## src/rtl/seq_divu.sv

```systemverilog
`default_nettype none
// ============================================================================
//  Module      : seq_divu
//  Description : Multi-cycle unsigned restoring divider for the DIVU path.
//                Accepts a dividend/divisor pair on a start strobe, produces
//                one quotient bit per clock and reports the result with a
//                one-cycle done pulse. Quotient, remainder and the
//                divide-by-zero flag hold until the next completion.
//
//  Ports       : clk    - clock, rising edge
//                reset  - synchronous, active-high reset
//                start  - request strobe, honoured only while ready=1
//                a, b   - dividend / divisor (unsigned), latched with start
//                ready  - a request would be accepted on this edge
//                busy   - iteration in progress
//                done   - one-cycle completion pulse
//                q, r   - quotient / remainder (registered, held)
//                dbz    - divide-by-zero flag of the last completed request
//
//  Revision    : 1.0 - initial release
// ============================================================================
module seq_divu #(
  parameter int WIDTH = 32
) (
  input  logic             clk,
  input  logic             reset,
  input  logic             start,
  input  logic [WIDTH-1:0] a,
  input  logic [WIDTH-1:0] b,
  output logic             ready,
  output logic             busy,
  output logic             done,
  output logic [WIDTH-1:0] q,
  output logic [WIDTH-1:0] r,
  output logic             dbz
);

  // Counter must be able to hold the value WIDTH itself.
  localparam int              CW         = $clog2(WIDTH + 1);
  localparam logic [CW-1:0]   c_cnt_init = CW'(WIDTH);
  localparam logic [CW-1:0]   c_cnt_last = CW'(1);

  typedef enum logic [1:0] {
    S_IDLE = 2'd0,
    S_RUN  = 2'd1,
    S_DONE = 2'd2
  } state_t;

  state_t           r_state;
  state_t           w_state_next;

  logic [WIDTH-1:0] r_quo;   // dividend shifting out / quotient shifting in
  logic [WIDTH-1:0] r_rem;   // partial remainder, always < r_div while running
  logic [WIDTH-1:0] r_div;   // latched divisor
  logic [CW-1:0]    r_cnt;   // remaining iterations

  logic             w_accept;
  logic             w_b_zero;
  logic             w_last;
  logic [WIDTH:0]   w_rem_t;
  logic             w_ge;
  logic [WIDTH-1:0] w_rem_next;
  logic [WIDTH-1:0] w_quo_next;

  // --------------------------------------------------------------------------
  // Status outputs decode straight from the state register, so there is no
  // path from start/a/b to any output.
  // --------------------------------------------------------------------------
  assign ready = (r_state == S_IDLE) || (r_state == S_DONE);
  assign busy  = (r_state == S_RUN);
  assign done  = (r_state == S_DONE);

  assign w_accept = ready && start;
  assign w_b_zero = (b == '0);
  assign w_last   = (r_cnt == c_cnt_last);

  // --------------------------------------------------------------------------
  // One restoring step. The shifted remainder needs WIDTH+1 bits: the
  // partial remainder is below the divisor, so doubling it plus one bit can
  // exceed WIDTH bits but never WIDTH+1.
  // --------------------------------------------------------------------------
  assign w_rem_t    = {r_rem, r_quo[WIDTH-1]};
  assign w_ge       = (w_rem_t >= {1'b0, r_div});
  assign w_rem_next = w_ge ? WIDTH'(w_rem_t - {1'b0, r_div}) : w_rem_t[WIDTH-1:0];
  assign w_quo_next = {r_quo[WIDTH-2:0], w_ge};

  // --------------------------------------------------------------------------
  // State register
  // --------------------------------------------------------------------------
  always_ff @(posedge clk) begin
    if (reset) begin
      r_state <= S_IDLE;
    end else begin
      r_state <= w_state_next;
    end
  end

  // --------------------------------------------------------------------------
  // Next-state logic. DONE behaves like IDLE for acceptance, which gives
  // back-to-back requests without a dead cycle.
  // --------------------------------------------------------------------------
  always_comb begin
    w_state_next = r_state;
    case (r_state)
      S_IDLE, S_DONE: begin
        if (start) begin
          w_state_next = w_b_zero ? S_DONE : S_RUN;
        end else begin
          w_state_next = S_IDLE;
        end
      end
      S_RUN: begin
        if (w_last) begin
          w_state_next = S_DONE;
        end
      end
      default: begin
        w_state_next = S_IDLE;
      end
    endcase
  end

  // --------------------------------------------------------------------------
  // Datapath and result registers. Results are written only at completion,
  // so the previous answer stays visible while a new divide is running.
  // --------------------------------------------------------------------------
  always_ff @(posedge clk) begin
    if (reset) begin
      r_quo <= '0;
      r_rem <= '0;
      r_div <= '0;
      r_cnt <= '0;
      q     <= '0;
      r     <= '0;
      dbz   <= 1'b0;
    end else if (w_accept) begin
      r_div <= b;
      if (w_b_zero) begin
        // Divide by zero completes immediately with the conventional result.
        q   <= '1;
        r   <= a;
        dbz <= 1'b1;
      end else begin
        r_quo <= a;
        r_rem <= '0;
        r_cnt <= c_cnt_init;
      end
    end else if (r_state == S_RUN) begin
      r_quo <= w_quo_next;
      r_rem <= w_rem_next;
      r_cnt <= r_cnt - c_cnt_last;
      if (w_last) begin
        q   <= w_quo_next;
        r   <= w_rem_next;
        dbz <= 1'b0;
      end
    end
  end

endmodule
`default_nettype wire

```

## config.mk

```make
export PLATFORM = sky130hd
export DESIGN_NAME = seq_divu
export DESIGN_NICKNAME = d
export VERILOG_FILES = /design/src/rtl/seq_divu.sv
export SDC_FILE = /design/constraint.sdc
export NUM_CORES = 1
export LEC_CHECK = 0
export BUFFER_PORTS_ARGS = -buffer_cell sky130_fd_sc_hd__buf_2
export CAP_MARGIN = 20
export CORE_UTILIZATION = 52
export DETAILED_ROUTE_END_ITERATION = 16
export PLACE_DENSITY = 0.86
export SLEW_MARGIN = 20
export SYNTH_ARGS = -nofsm -noshare
export SYNTH_HDL_FRONTEND = slang
export SYNTH_SLANG_ARGS = --single-unit
```

## constraint.sdc

```tcl
create_clock -name clk -period 2.8 [get_ports clk]
set_input_delay 0.14 -clock clk [delete_from_list [all_inputs] [get_ports clk]]
set_output_delay 0.14 -clock clk [all_outputs]
set_load 0.02 [all_outputs]
```

# Yosys cells after proc, flatten, opt, wreduce, memory -nomap -nowiden
# Index checks and enable logic that the tools add are counted.
# classes
addsub,2
n_mux,26
magnitude_cmp,1
n_reduce_logical,9
eq_ne,6
# op_table
operator,count
32-bit two-way mux,15
33-bit by 32-bit >= comparator with 1-bit output,1
32-bit logical NOT,1
32-bit subtractor,1
6-bit two-way mux,3
6-bit by 1-bit equality test with 1-bit output (second input constant),1
2-bit two-way mux,3
6-bit by 1-bit subtractor with 6-bit output (second input constant),1
1-bit two-way mux,4
2-bit by 1-bit inequality test with 1-bit output (second input constant),2
2-bit one-hot mux with 2 select lines,1
2-bit nonzero test,2
3-bit AND reduction,1
2-bit by 1-bit equality test with 1-bit output (second input constant),1
2-bit equality test (second input constant),1
2-bit logical NOT,1
2-bit inequality test (second input constant),1
2-bit AND reduction,1
2-bit OR reduction,1
1-bit logical AND,1
1-bit logical OR,1
# totals
out_inout_bits,68
word_cells,52
inputBits,67
reg_bits,169

# Depth between registers and ports, before layout
# Gate-level depths: netlist (run 1).
# logic_depth
word_depth,5
ltp_mapped,15

# Worst setup path after synthesis (run 1)
# Ideal clock, no wire load.
# synth_path
kind,flip-flop to flip-flop
from,register r_div[12]
to,register r_rem[30]
period_less_slack_ns,2.713
path_slack_ns,0.087
arrival_ns,2.635
setup_time_ns,0.078
path_stages_with_launch,12
cell_sequence,dfxtp_1 -> inv_1 -> ha_1 -> and2_1 -> and3_1 -> a221oi_1 -> nand3_1 -> a21oi_1 -> mux2_2 -> a2111oi_2 -> a311oi_1 -> nor3_1
# synth_via
elab_chain_cells,4
# synth_rtl
element,line,source
start: declaration,54,logic [WIDTH-1:0] r_div;
start signal: assignment,131,r_div <= '0;
start signal: assignment,137,r_div <= b;
32-bit subtractor or 33-bit by 32-bit >= comparator with 1-bit output (tied branches),"84, 83",
32-bit two-way mux (*),84,"assign w_rem_next = w_ge ? WIDTH'(w_rem_t - {1'b0, r_div}) : w_rem_t[WIDTH-1:0];"
32-bit two-way mux (*),148,end else if (r_state == S_RUN) begin
32-bit two-way mux (*),136,end else if (w_accept) begin
end signal: assignment,150,r_rem <= w_rem_next;
end: declaration,53,logic [WIDTH-1:0] r_rem;
# Mark *: on every way between the ends. The rest lies on a longest branch, timed or not. The select of a mux whose other input is x is not followed.
# A chain may end at the register's enable or synchronous reset.

# Worst setup path after layout (run 1)
# layout_path
from,register r_rem[3]
to,register r[31]
# layout_via
elab_chain_cells,5
# layout_rtl
element,line,source
32-bit subtractor or 33-bit by 32-bit >= comparator with 1-bit output (tied branches),"84, 83",
32-bit two-way mux (*),84,
32-bit two-way mux (*),152,if (w_last) begin
32-bit two-way mux (*),148,
32-bit two-way mux (*),136,
end signal: assignment,154,r <= w_rem_next;
end: declaration,34,"output logic [WIDTH-1:0] r,"
# Marked as above.

==> results of run 1 <==
==> worst paths after layout <==
path	startpoint	end	slack, ns	cells after the start
max	r_rem[3]$_SDFFE_PP0P_	r[31]$_SDFFE_PP0P_	-0.07	12
min	a[18]	r_quo[18]$_SDFFE_PP0P_	0.007	3
max reg2reg	r_rem[3]$_SDFFE_PP0P_	r[31]$_SDFFE_PP0P_	-0.07	12
min reg2reg	r_div[7]$_SDFFE_PP0P_	r_div[7]$_SDFFE_PP0P_	0.45	2
==> state kept, by name, summed over array words and instances, names as in the netlist <==
name	flops
q	32
r	32
r_div	32
r_quo	32
r_rem	32
r_cnt	6
r_state	2
dbz	1
==> cell families after synthesis <==
kind of cell | synth area share
and+or+nand+nor | 0.2289
AOI/OAI and AO/OA | 0.2281
DFF | 0.3859
buffers and inverters | 0.05765
adders and majority gates | 0.05081
xor gates and xnor gates | 0.02997
muxes | 0.01869
==> synth_stat cells (5+ instances only) <==
library cell	instances	area, um^2
a211oi_1	13	97.59
o31ai_1	5	37.54
a221oi_1	6	52.55
a21o_1	15	112.6
nand2b_1	6	37.54
inv_1	42	157.7
a31oi_1	46	287.8
nor4b_1	5	43.79
ha_1	34	425.4
buf_2	8	40.04
clkbuf_1	62	232.7
dfxtp_1	169	3383
a21oi_1	91	455.4
o21ai_1	5	25.02
xnor2_1	17	148.9
a311oi_1	37	324.1
nand4_1	15	93.84
o21ai_0	55	275.3
xor2_1	13	113.9
and3_1	7	43.79
nor2_1	93	349.1
nor4_1	14	87.58
nand2_1	283	1062
or3_1	10	62.56
nand3_1	12	60.06
o21bai_1	7	52.55
mux2i_1	13	130.1
nor3_1	10	50.05
==> what timing repair did <==
item,in CTS,in global routing
buffers inserted,3,9
hold buffers,47,0
endpoints found under the setup margin,46,64
pin swaps,12,42
gates resized for setup,22,103
cloned,2,0
hold endpoints to repair,47,0
==> critical path, cell delays in order (launching register included) <==
cell	delay (ns)
dfxtp_1	0.46
ha_4	0.25
a21o_1	0.22
a31oi_4	0.19
a211o_1	0.23
a31oi_4	0.12
buf_4	0.16
buf_4	0.14
o21ai_0	0.23
o31ai_1	0.15
nor3b_2	0.24
mux2i_1	0.15
a221oi_2	0.25
==> final cells by class <==
type	instances	area (um^2)
well taps	220	275.3
clock buffers	19	442.9
fillers	1185	4725
multi-input cells	861	5459
flip-flops and latches	169	3402
inverters	43	161.4
repair buffers	286	1943
clock inverters	12	116.4
==> routing by layer <==
layer / wire [um] / track usage
met4: 1382 / 0.1260
met2: 13830 / 0.5109
met3: 3266 / 0.06498
met5: 0 / 0
met1: 11730 / 0.4126
==> power by group through the flow <==
stage	Combinational, uW	Sequential (uW)	Clock, uW
detailed placement	6710	2970	0
floorplan	4690	2900	0
finish	8920	3020	2300
CTS	7290	2940	2270
global placement	6590	2970	0
global route	9390	3030	2390
==> through the flow <==
stage            util  hold slack, ns  setup slack [ns]  area, um^2
2_1_floorplan       -          0.2760           0.08686        8767
3_3_place_gp   0.6110          0.3954          -0.03854       10100
3_5_place_dp   0.6110          0.3961           -0.1526       10100
4_1_cts        0.6835        0.004016          0.004348       11290
5_1_grt        0.7141         0.01028           -0.1806       11800
6_report       0.7141        0.007174          -0.07024       11800
==> parameters.txt, run 1 <==
Parameter                              Value

Critical path
  Crit path launch type ... flip-flop
  Arrival time of the worst setup path ... 3.22 ns
  WS Path Type ... reg2reg
  Critical path required time ... 3.15 ns
  Largest driver fanout on the critical path ... 3
  Worst Setup End Kind ... flip-flop

Timing
  Worst Skew ... 0.009283 ns
  Transition time at the pin with the least slew margin ... 0.9486 ns
  Unrepaired setup endpoints after global routing ... yes
  Slew margin rel. ... 0.3676
  Setup-violating endpoint count in the final report ... 4
  Count of pins over their slew limit ... 0
  Final count of hold timing violations ... 0
  Final worst-path setup slack ... -0.07024 ns
  Final Critical Period ... 2.870 ns
  Highest attainable clock frequency ... between 300 and 400 MHz
  Final clock period utilization by the worst path ... 1.025
  Final-layout setup total negative slack ... -0.2234 ns

GRT
  Vias in the first global route ... 8898
  Sum of overflow across all layers after global routing ... 0
  Wire length of the first global-routing pass ... ~44000 um
  Largest net degree at the start of global routing ... 69
  Global router's overall resource usage ... 0.3162
  Antenna violations before repair ... 0

Placed design
  RePlAce Congestion ... 0.9529
  Post-DP HPWL ... 18880 um
  Total placed cells including tap cells ... 1519
  Count of port buffers added during placement ... 134

Drt
  Remaining number of nets flagged by the antenna check after routing ... 0
  Routed len/inst ... 18.76 um
  Number of detailed-route iterations in the first pass ... 6
  Via density ... slightly above 6
  Violation count after the first detailed-routing iteration ... roughly 1.2k
  Total vias in the final route ... between 10k and 15k
  Remaining DRCs ... 0
  Total wire length after detailed routing ... 30210 um

Pwr
  Power Internal ... 7824 uW
  Clock network fraction of design power ... 0.161
  Static leakage ... 0.004886 uW
  Areal power density over the cells ... 1206 nW/um^2
  Flop pwr share ... 0.212
  Gate power share ... 0.627
  Worst-case vdd ir drop ... ~0.69 mV
  Power Total ... 14230 uW
  Share of total power consumed by net switching ... 0.4502
  Reported net switching power ... between 6000 and 7000 uW

Clock tree
  TritonCTS clock tree ... built
  Maximum root-to-sink buffer count ... 2
  CTS H-Tree Depth ... 4
  Buffer cell driving the clock tree root ... clkbuf_16
  Later-pin clock latency in the skew report ... 0.44 ns
  TritonCTS buffer count ... 17
  Sink Count ... 169
  Clock-pin slew reported for the worst setup and hold paths after clock tree synthesis ... approximately 0.070 ns

Cells and area
  Share of layout cells above drive strength 1 ... 0.2763
  Number of diodes added for antenna fixing ... 0
  Most common library cell in the layout ignoring fill and taps ... nand2_1
  Layout-stage area growth over the synthesis result ... 34.59%
  # nets final ... 1480
  Leading cell types in the layout, fill and taps excluded ... 281 x nand2_1, 154 x dfxtp_1, 133 x buf_2, 103 x buf_4, 88 x nor2_1
  Number of standard cells in the final layout excluding fillers ... 1610

Run
  Number of maximum-capacitance constraint violations ... 0

Floorplan
  Die Span Y ... ~130 um
  Std cell rows ... 47
  Core Area ... 16520 um^2
  Die Area ... between 15000 and 20000 um^2
  Overall die width ... between 100 and 150 um
  Ports placed on the boundary ... 135
  Effective utilization at floorplan ... 0.5306

Logic synthesis
  Area of the mapped netlist ... between 8000 and 9000 um^2
  FFs w/ async S/R, synth ... 0
  Net count after synthesis ... between 1k and 1.5k
  Number of enable-type register cells in the synthesized netlist ... 0
  Most common flop cell mapped by yosys ... dfxtp_1
  Number of warnings reported in the yosys synthesis log ... 0
  Mean Syn Cell Area ... 7.630 um^2
  Cell variety after synth ... 63
  Sequential-to-total area share from yosys stat ... 0.3859
  Synthesized instance count ... 1149
  FF+latch count, synth ... 169

Status
  Violations in the final reports ... setup timing
  Run status ... finished with violations

Worst hold path
  Path type of the worst min-delay path ... in2reg
Power figures use the tool's default switching activity.
==> inputs of run 2 (changes only) <==
--- a/config.mk
+++ b/config.mk
@@ -5,11 +5,11 @@
 export SDC_FILE = /design/constraint.sdc
 export NUM_CORES = 1
 export LEC_CHECK = 0
-export BUFFER_PORTS_ARGS = -buffer_cell sky130_fd_sc_hd__buf_2
 export CAP_MARGIN = 20
 export CORE_UTILIZATION = 52
 export DETAILED_ROUTE_END_ITERATION = 16
-export PLACE_DENSITY = 0.86
+export DONT_BUFFER_PORTS = 1
+export PLACE_DENSITY = 0.79
 export SLEW_MARGIN = 20
 export SYNTH_ARGS = -nofsm -noshare
 export SYNTH_HDL_FRONTEND = slang
==> run 2 against run 1 <==
  * The flow finishes with violations (hold timing, setup timing)
  * Critical endpoint is now r_rem[30]$_SDFFE_PP0P_
  * Fmax shrank 1.5%
  * Sequential share of layout area shrank 0.32 points
  * Critical path type unchanged
  * Largest power group unchanged
  * Non-clock buffer count shrank 70
  * Highest routed layer unchanged
==> parameters.txt, run 2 (same netlist as run 1, synthesis figures left out) <==
Parameter                              Value

Status
  Run status ... finished with violations
  Violations in the final reports ... hold timing, setup timing

Critical path
  Top cell by count, worst path ... inv_2
  Slowest CP cell ... a2111oi_4
  Longest individual stage delay on the worst path ... 0.37 ns
  Largest driver fanout on the critical path ... 3
  Arrival time of the worst setup path ... 3.25 ns
  Cell-by-cell trace of the critical path ... inv_2 > ha_4 > inv_2 > fa_2 > a21o_1 > nand4_1 > a211o_1 > nand3_2 > a21oi_2 > mux2_4 > a2111oi_4 > a311oi_1 > nor3_1
  Buffers and inverters on the worst path ... 2
  Kind of cell with the highest combined delay on the critical path ... compound AO/OA/AOI/OAI gates
  Crit path launch type ... flip-flop
  Worst Setup End Kind ... flip-flop
  Critical path required time ... around 3.1 ns
  WS Path Type ... reg2reg

GRT
  Vias in the first global route ... 8781
  Largest net degree at the start of global routing ... between 80 and 90
  Antenna violations before repair ... 1
  Global router's overall resource usage ... 0.3174
  Wire length of the first global-routing pass ... about 44000 um
  Sum of overflow across all layers after global routing ... 0

Timing
  Final count of hold timing violations ... 1
  Transition time at the pin with the least slew margin ... 0.7596 ns
  Highest attainable clock frequency ... 343.2 MHz
  Unrepaired setup endpoints after global routing ... yes
  Final clock period utilization by the worst path ... 1.040
  Final-layout setup total negative slack ... -0.2670 ns
  Setup-violating endpoint count in the final report ... 5
  Count of pins over their slew limit ... 0
  Slew margin rel. ... 0.4925
  Smallest hold slack ... -0.001835 ns
  Worst Skew ... 0.007514 ns
  Final worst-path setup slack ... -0.1134 ns
  Final Critical Period ... a little under 3 ns

Clock tree
  TritonCTS buffer count ... 17
  TritonCTS clock tree ... built
  Maximum root-to-sink buffer count ... 2
  CTS H-Tree Depth ... 4
  Later-pin clock latency in the skew report ... 0.44 ns
  Buffer cell driving the clock tree root ... clkbuf_16
  Clock-pin slew reported for the worst setup and hold paths after clock tree synthesis ... 0.07 ns
  Sink Count ... 169

Pwr
  Flop pwr share ... 0.199
  Areal power density over the cells ... between 1000 and 1500 nW/um^2
  Gate power share ... 0.638
  Reported net switching power ... 6683 uW
  Static leakage ... roughly 0.0047 uW
  Power Internal ... roughly 8600 uW
  Clock network fraction of design power ... 0.162
  Share of total power consumed by net switching ... 0.4385
  Worst-case vdd ir drop ... between 0.9 and 1 mV

Drt
  Total vias in the final route ... 9564
  Via density ... 6.210
  Routed len/inst ... 19.73 um
  Remaining number of nets flagged by the antenna check after routing ... 0
  Violation count after the first detailed-routing iteration ... a little under 1k
  Total wire length after detailed routing ... 30390 um
  Remaining DRCs ... 0
  Number of detailed-route iterations in the first pass ... 5

Placed design
  Dpl cell area ... 9448 um^2
  RePlAce Congestion ... 1.015
  Count of port buffers added during placement ... 0
  Post-DP HPWL ... 18050 um
  Total placed cells including tap cells ... approximately 1.4k

Floorplan
  Die Area ... 17380 um^2
  Core Area ... between 15000 and 20000 um^2
  Ports placed on the boundary ... 135
  Effective utilization at floorplan ... 0.5306
  Die Span Y ... 131.8 um
  Overall die width ... 131.8 um
  Std cell rows ... 47

Run
  Number of maximum-capacitance constraint violations ... 0

Cells and area
  Layout-stage area growth over the synthesis result ... 36.48%
  Share of layout cells above drive strength 1 ... 0.2244
  Post-route standard cell area excluding fillers ... between 10000 and 15000 um^2
  Leading cell types in the layout, fill and taps excluded ... 278 x nand2_1, 149 x dfxtp_1, 110 x buf_4, 94 x dlygate4sd3_1, 81 x nor2_1
  # nets final ... approximately 1.4k
  Number of standard cells in the final layout excluding fillers ... between 1.5k and 2k
  Most common library cell in the layout ignoring fill and taps ... nand2_1

Worst hold path
  Path type of the worst min-delay path ... in2reg
run 2: cell count changes in the layout (fill, tap and decap cells not counted), sizes merged:
cell         previous run  this run
clkinvlp                5         2
and2                    5         4
clkbuf                 19        18
dlygate4sd3            47        94
clkinv                  3         5
bufinv                  1         3
buf                   239       122
diode                   0         1
run 2: through the flow:
stage	worst slack [ns]	total power (uW)	utilization
after detailed placement	-0.1563	9693	0.5717
after global routing	-0.1653	15790	0.7239
after floorplan	0.08686	7585	-
final	-0.1134	15240	0.7241
after CTS	0.000007772	12960	0.6846
after global placement	-0.08182	9607	0.5713
run 2: power groups by stage:
stage	combinational, uW	sequential, uW	clock, uW
final	9730	3040	2470
after global routing	10200	3050	2550
after CTS	7550	2960	2450
after detailed placement	6700	2990	0
after global placement	6620	2980	0
after floorplan	4690	2900	0
run 2: repair_timing:
action	4_1_cts	5_1_grt
pin swaps	24	48
buffers inserted	13	14
hold endpoints to repair	133	0
gates cloned	1	0
hold buffers	95	0
gates resized for setup	37	133
endpoints found under the setup margin	31	63
run 2: final timing paths:
check / startpoint / endpoint / slack [ns] / depth (start not counted)
min reg2reg: r_div[11]$_SDFFE_PP0P_ / r_div[11]$_SDFFE_PP0P_ / 0.45 / 2
max: r_quo[31]$_SDFFE_PP0P_ / r_rem[30]$_SDFFE_PP0P_ / -0.11 / 13
max reg2reg: r_quo[31]$_SDFFE_PP0P_ / r_rem[30]$_SDFFE_PP0P_ / -0.11 / 13
min: a[17] / r[17]$_SDFFE_PP0P_ / -0.002 / 3
run 2: layer usage:
metal / vias to the layer above / GRT usage / wire length [um] / share of wire
li1: 4352 / - / - / -
met1: 4500 / 0.4067 / 11950 / 0.39
met2: 620 / 0.5253 / 14330 / 0.47
met3: 92 / 0.07113 / 3160 / 0.10
met4: 0 / 0.1098 / 945 / 0.031
met5: - / 0 / 0 / 0
run 2: final cells by class:
cell class / count / area [um^2]
diodes: 1 / 2.502
clock buffers: 18 / 429.2
clock inverters: 13 / 168.9
fillers: 1156 / 4559
inverters: 43 / 161.4
multi-input cells: 860 / 5599
flip-flops and latches: 169 / 3411
well taps: 220 / 275.3
repair buffers: 216 / 1918
run 2: worst register-to-register path: cells and delay by family (launching register included):
kind,cells,cell delay [ns]
AO/OA/AOI/OAI,5,1.06
adder cells (fa/ha/maj),2,0.47
buffers and inverters,2,0.11
flip-flops,1,0.33
multiplexers,1,0.33
AND/OR/NAND/NOR,3,0.51
==> inputs of run 3 (changes only) <==
--- a/config.mk
+++ b/config.mk
@@ -10,6 +10,7 @@
 export DETAILED_ROUTE_END_ITERATION = 16
 export DONT_BUFFER_PORTS = 1
 export PLACE_DENSITY = 0.79
+export SKIP_CTS_REPAIR_TIMING = 1
 export SLEW_MARGIN = 20
 export SYNTH_ARGS = -nofsm -noshare
 export SYNTH_HDL_FRONTEND = slang
==> run 3 against run 2 <==
  * The run still ends with hold timing, setup timing left
  * Wire length decreased by 9.1%
  * Die area unchanged
  * Cell count shrank 2.5%
  * Non-clock buffer count shrank 39
  * Critical path depth unchanged
  * Final area down 5.0%
  * First-iteration DRC count decreased by 12%
  * Critical endpoint unchanged
  * Largest cell class unchanged
==> parameters.txt, run 3 (same netlist as run 1, synthesis figures left out) <==
Parameter                              Value

Critical path
  Largest driver fanout on the critical path ... 4
  RR Startpoint ... r_rem[17]$_SDFFE_PP0P_
  Crit path launch type ... flip-flop
  Worst R2R End ... r_rem[30]$_SDFFE_PP0P_
  Crit. Startpoint ... r_rem[17]$_SDFFE_PP0P_
  Reg-to-reg slack, setup ... -0.13 ns
  Arrival time of the worst setup path ... 3.27 ns
  Critical path required time ... 3.14 ns
  Worst Setup End Kind ... flip-flop
  Worst Reg2Reg Path Length in Cells ... 13
  WS Path Type ... reg2reg

Worst hold path
  Path type of the worst min-delay path ... in2reg
  Worst Hold Path Cells ... 1
  Hold Path Origin ... reset
  Worst-case hold path end point ... r_quo[12]$_SDFFE_PP0P_

Clock tree
  Buffer cell driving the clock tree root ... clkbuf_16
  Clock-pin slew reported for the worst setup and hold paths after clock tree synthesis ... about 0.070 ns
  Sink Count ... ~170
  Later-pin clock latency in the skew report ... 0.44 ns
  TritonCTS buffer count ... 17
  Maximum root-to-sink buffer count ... 2
  TritonCTS clock tree ... built
  CTS H-Tree Depth ... 4

Pwr
  Worst-case vdd ir drop ... 0.8835 mV
  Areal power density over the cells ... 1270 nW/um^2
  Static leakage ... roughly 0.0046 uW

GRT
  Global router's overall resource usage ... 0.2838
  Antenna violations before repair ... 1
  Largest net degree at the start of global routing ... 138
  Wire length of the first global-routing pass ... roughly 40000 um
  Vias in the first global route ... ~7.7k
  Sum of overflow across all layers after global routing ... 0

Cells and area
  Finished Core Util ... 0.6877
  Share of layout cells above drive strength 1 ... 0.1874
  Post-route standard cell area excluding fillers ... 11360 um^2
  Number of standard cells in the final layout excluding fillers ... 1502
  Layout-stage area growth over the synthesis result ... 29.63%
  Leading cell types in the layout, fill and taps excluded ... 278 x nand2_1, 159 x dfxtp_1, 100 x buf_4, 89 x nor2_1, 76 x a21oi_1
  # nets final ... 1371
  Most common library cell in the layout ignoring fill and taps ... nand2_1

Drt
  Routed len/inst ... between 15 and 20 um
  Number of detailed-route iterations in the first pass ... 5
  Via density ... 6.040
  Violation count after the first detailed-routing iteration ... 851
  Remaining DRCs ... 0
  Total wire length after detailed routing ... 27610 um
  Remaining number of nets flagged by the antenna check after routing ... 0
  Total vias in the final route ... 9072

Timing
  Unrepaired setup endpoints after global routing ... yes
  Smallest hold slack ... -0.2119 ns
  Final count of hold timing violations ... 63
  Final worst-path setup slack ... -0.1329 ns
  Slew margin rel. ... 0.4903
  Worst Skew ... 0.008302 ns
  Highest attainable clock frequency ... 341.0 MHz
  Final Critical Period ... 2.933 ns
  Count of pins over their slew limit ... 0
  Final-layout setup total negative slack ... -0.5946 ns
  Setup-violating endpoint count in the final report ... 10
  Final clock period utilization by the worst path ... 1.047
  Transition time at the pin with the least slew margin ... 0.7627 ns

Floorplan
  Core Area ... 16520 um^2
  Die Span Y ... 131.8 um
  Overall die width ... 131.8 um
  Ports placed on the boundary ... 135
  Die Area ... 17380 um^2
  Effective utilization at floorplan ... 0.5306
  Std cell rows ... 47

Placed design
  Count of port buffers added during placement ... 0
  Post-DP HPWL ... roughly 18000 um
  Dpl cell area ... approximately 9400 um^2
  RePlAce Congestion ... around 1.0
  Total placed cells including tap cells ... 1386

Status
  Run status ... finished with violations
  Violations in the final reports ... hold timing, setup timing

Run
  Number of maximum-capacitance constraint violations ... 0
run 3: layer usage:
metal / vias up / GRT usage / part of all wire
met5: - / 0 / 0
met4: 0 / 0.08979 / 0.026
met3: 69 / 0.06498 / 0.096
met2: 455 / 0.4350 / 0.45
met1: 4254 / 0.3942 / 0.43
li1: 4294 / - / -
run 3: how the worst max path moves through the flow:
stage / to / slack (ns) / depth (start not counted)
final: r_rem[30]$_SDFFE_PP0P_ / -0.13 / 13
after global routing: r_rem[30]$_SDFFE_PP0P_ / -0.32 / 14
after CTS: r_rem[30]$_SDFFE_PP0P_ / -0.21 / 13
after detailed placement: r_rem[30]$_SDFFE_PP0P_ / -0.16 / 11
after global placement: r_rem[30]$_SDFFE_PP0P_ / -0.08 / 13
after floorplan: r_rem[30]$_SDFFE_PP0P_ / 0.09 / 11
run 3: final cells by class:
class	count	area [um^2]
Antenna cell	1	2.502
Clock buffer	18	429.2
Clock inverter	13	168.9
Fill cell	1258	5160
Inverter	43	161.4
Multi-Input combinational cell	861	5398
Sequential cell	169	3396
Tap cell	220	275.3
Timing Repair Buffer	177	1534
run 3: critical path, stage by stage, from the launching register on:
cell	delay (ns)
dfxtp_2	0.36
ha_4	0.28
buf_6	0.09
nand4_1	0.11
nor4_2	0.27
buf_4	0.15
nand4_1	0.14
a31oi_2	0.23
o211ai_2	0.17
and2_4	0.21
buf_6	0.12
a2111oi_4	0.36
a311oi_1	0.08
nor3_1	0.27
run 3: metrics by stage:
step / worst slack [ns] / power (uW)
2_1_floorplan: 0.08686 / 7585
3_3_place_gp: -0.08182 / 9607
3_5_place_dp: -0.1563 / 9693
4_1_cts: -0.2115 / 12180
5_1_grt: -0.3184 / 15110
6_report: -0.1329 / 14430
run 3: report_power, final:
| part | internal, uW | switching (uW) | total, uW |
|---|---|---|---|
| registers | 2680 | 324 | 3000 |
| clock network | 1410 | 1040 | 2450 |
| logic | 4160 | 4820 | 8980 |
| total | 8250 | 6180 | 14400 |
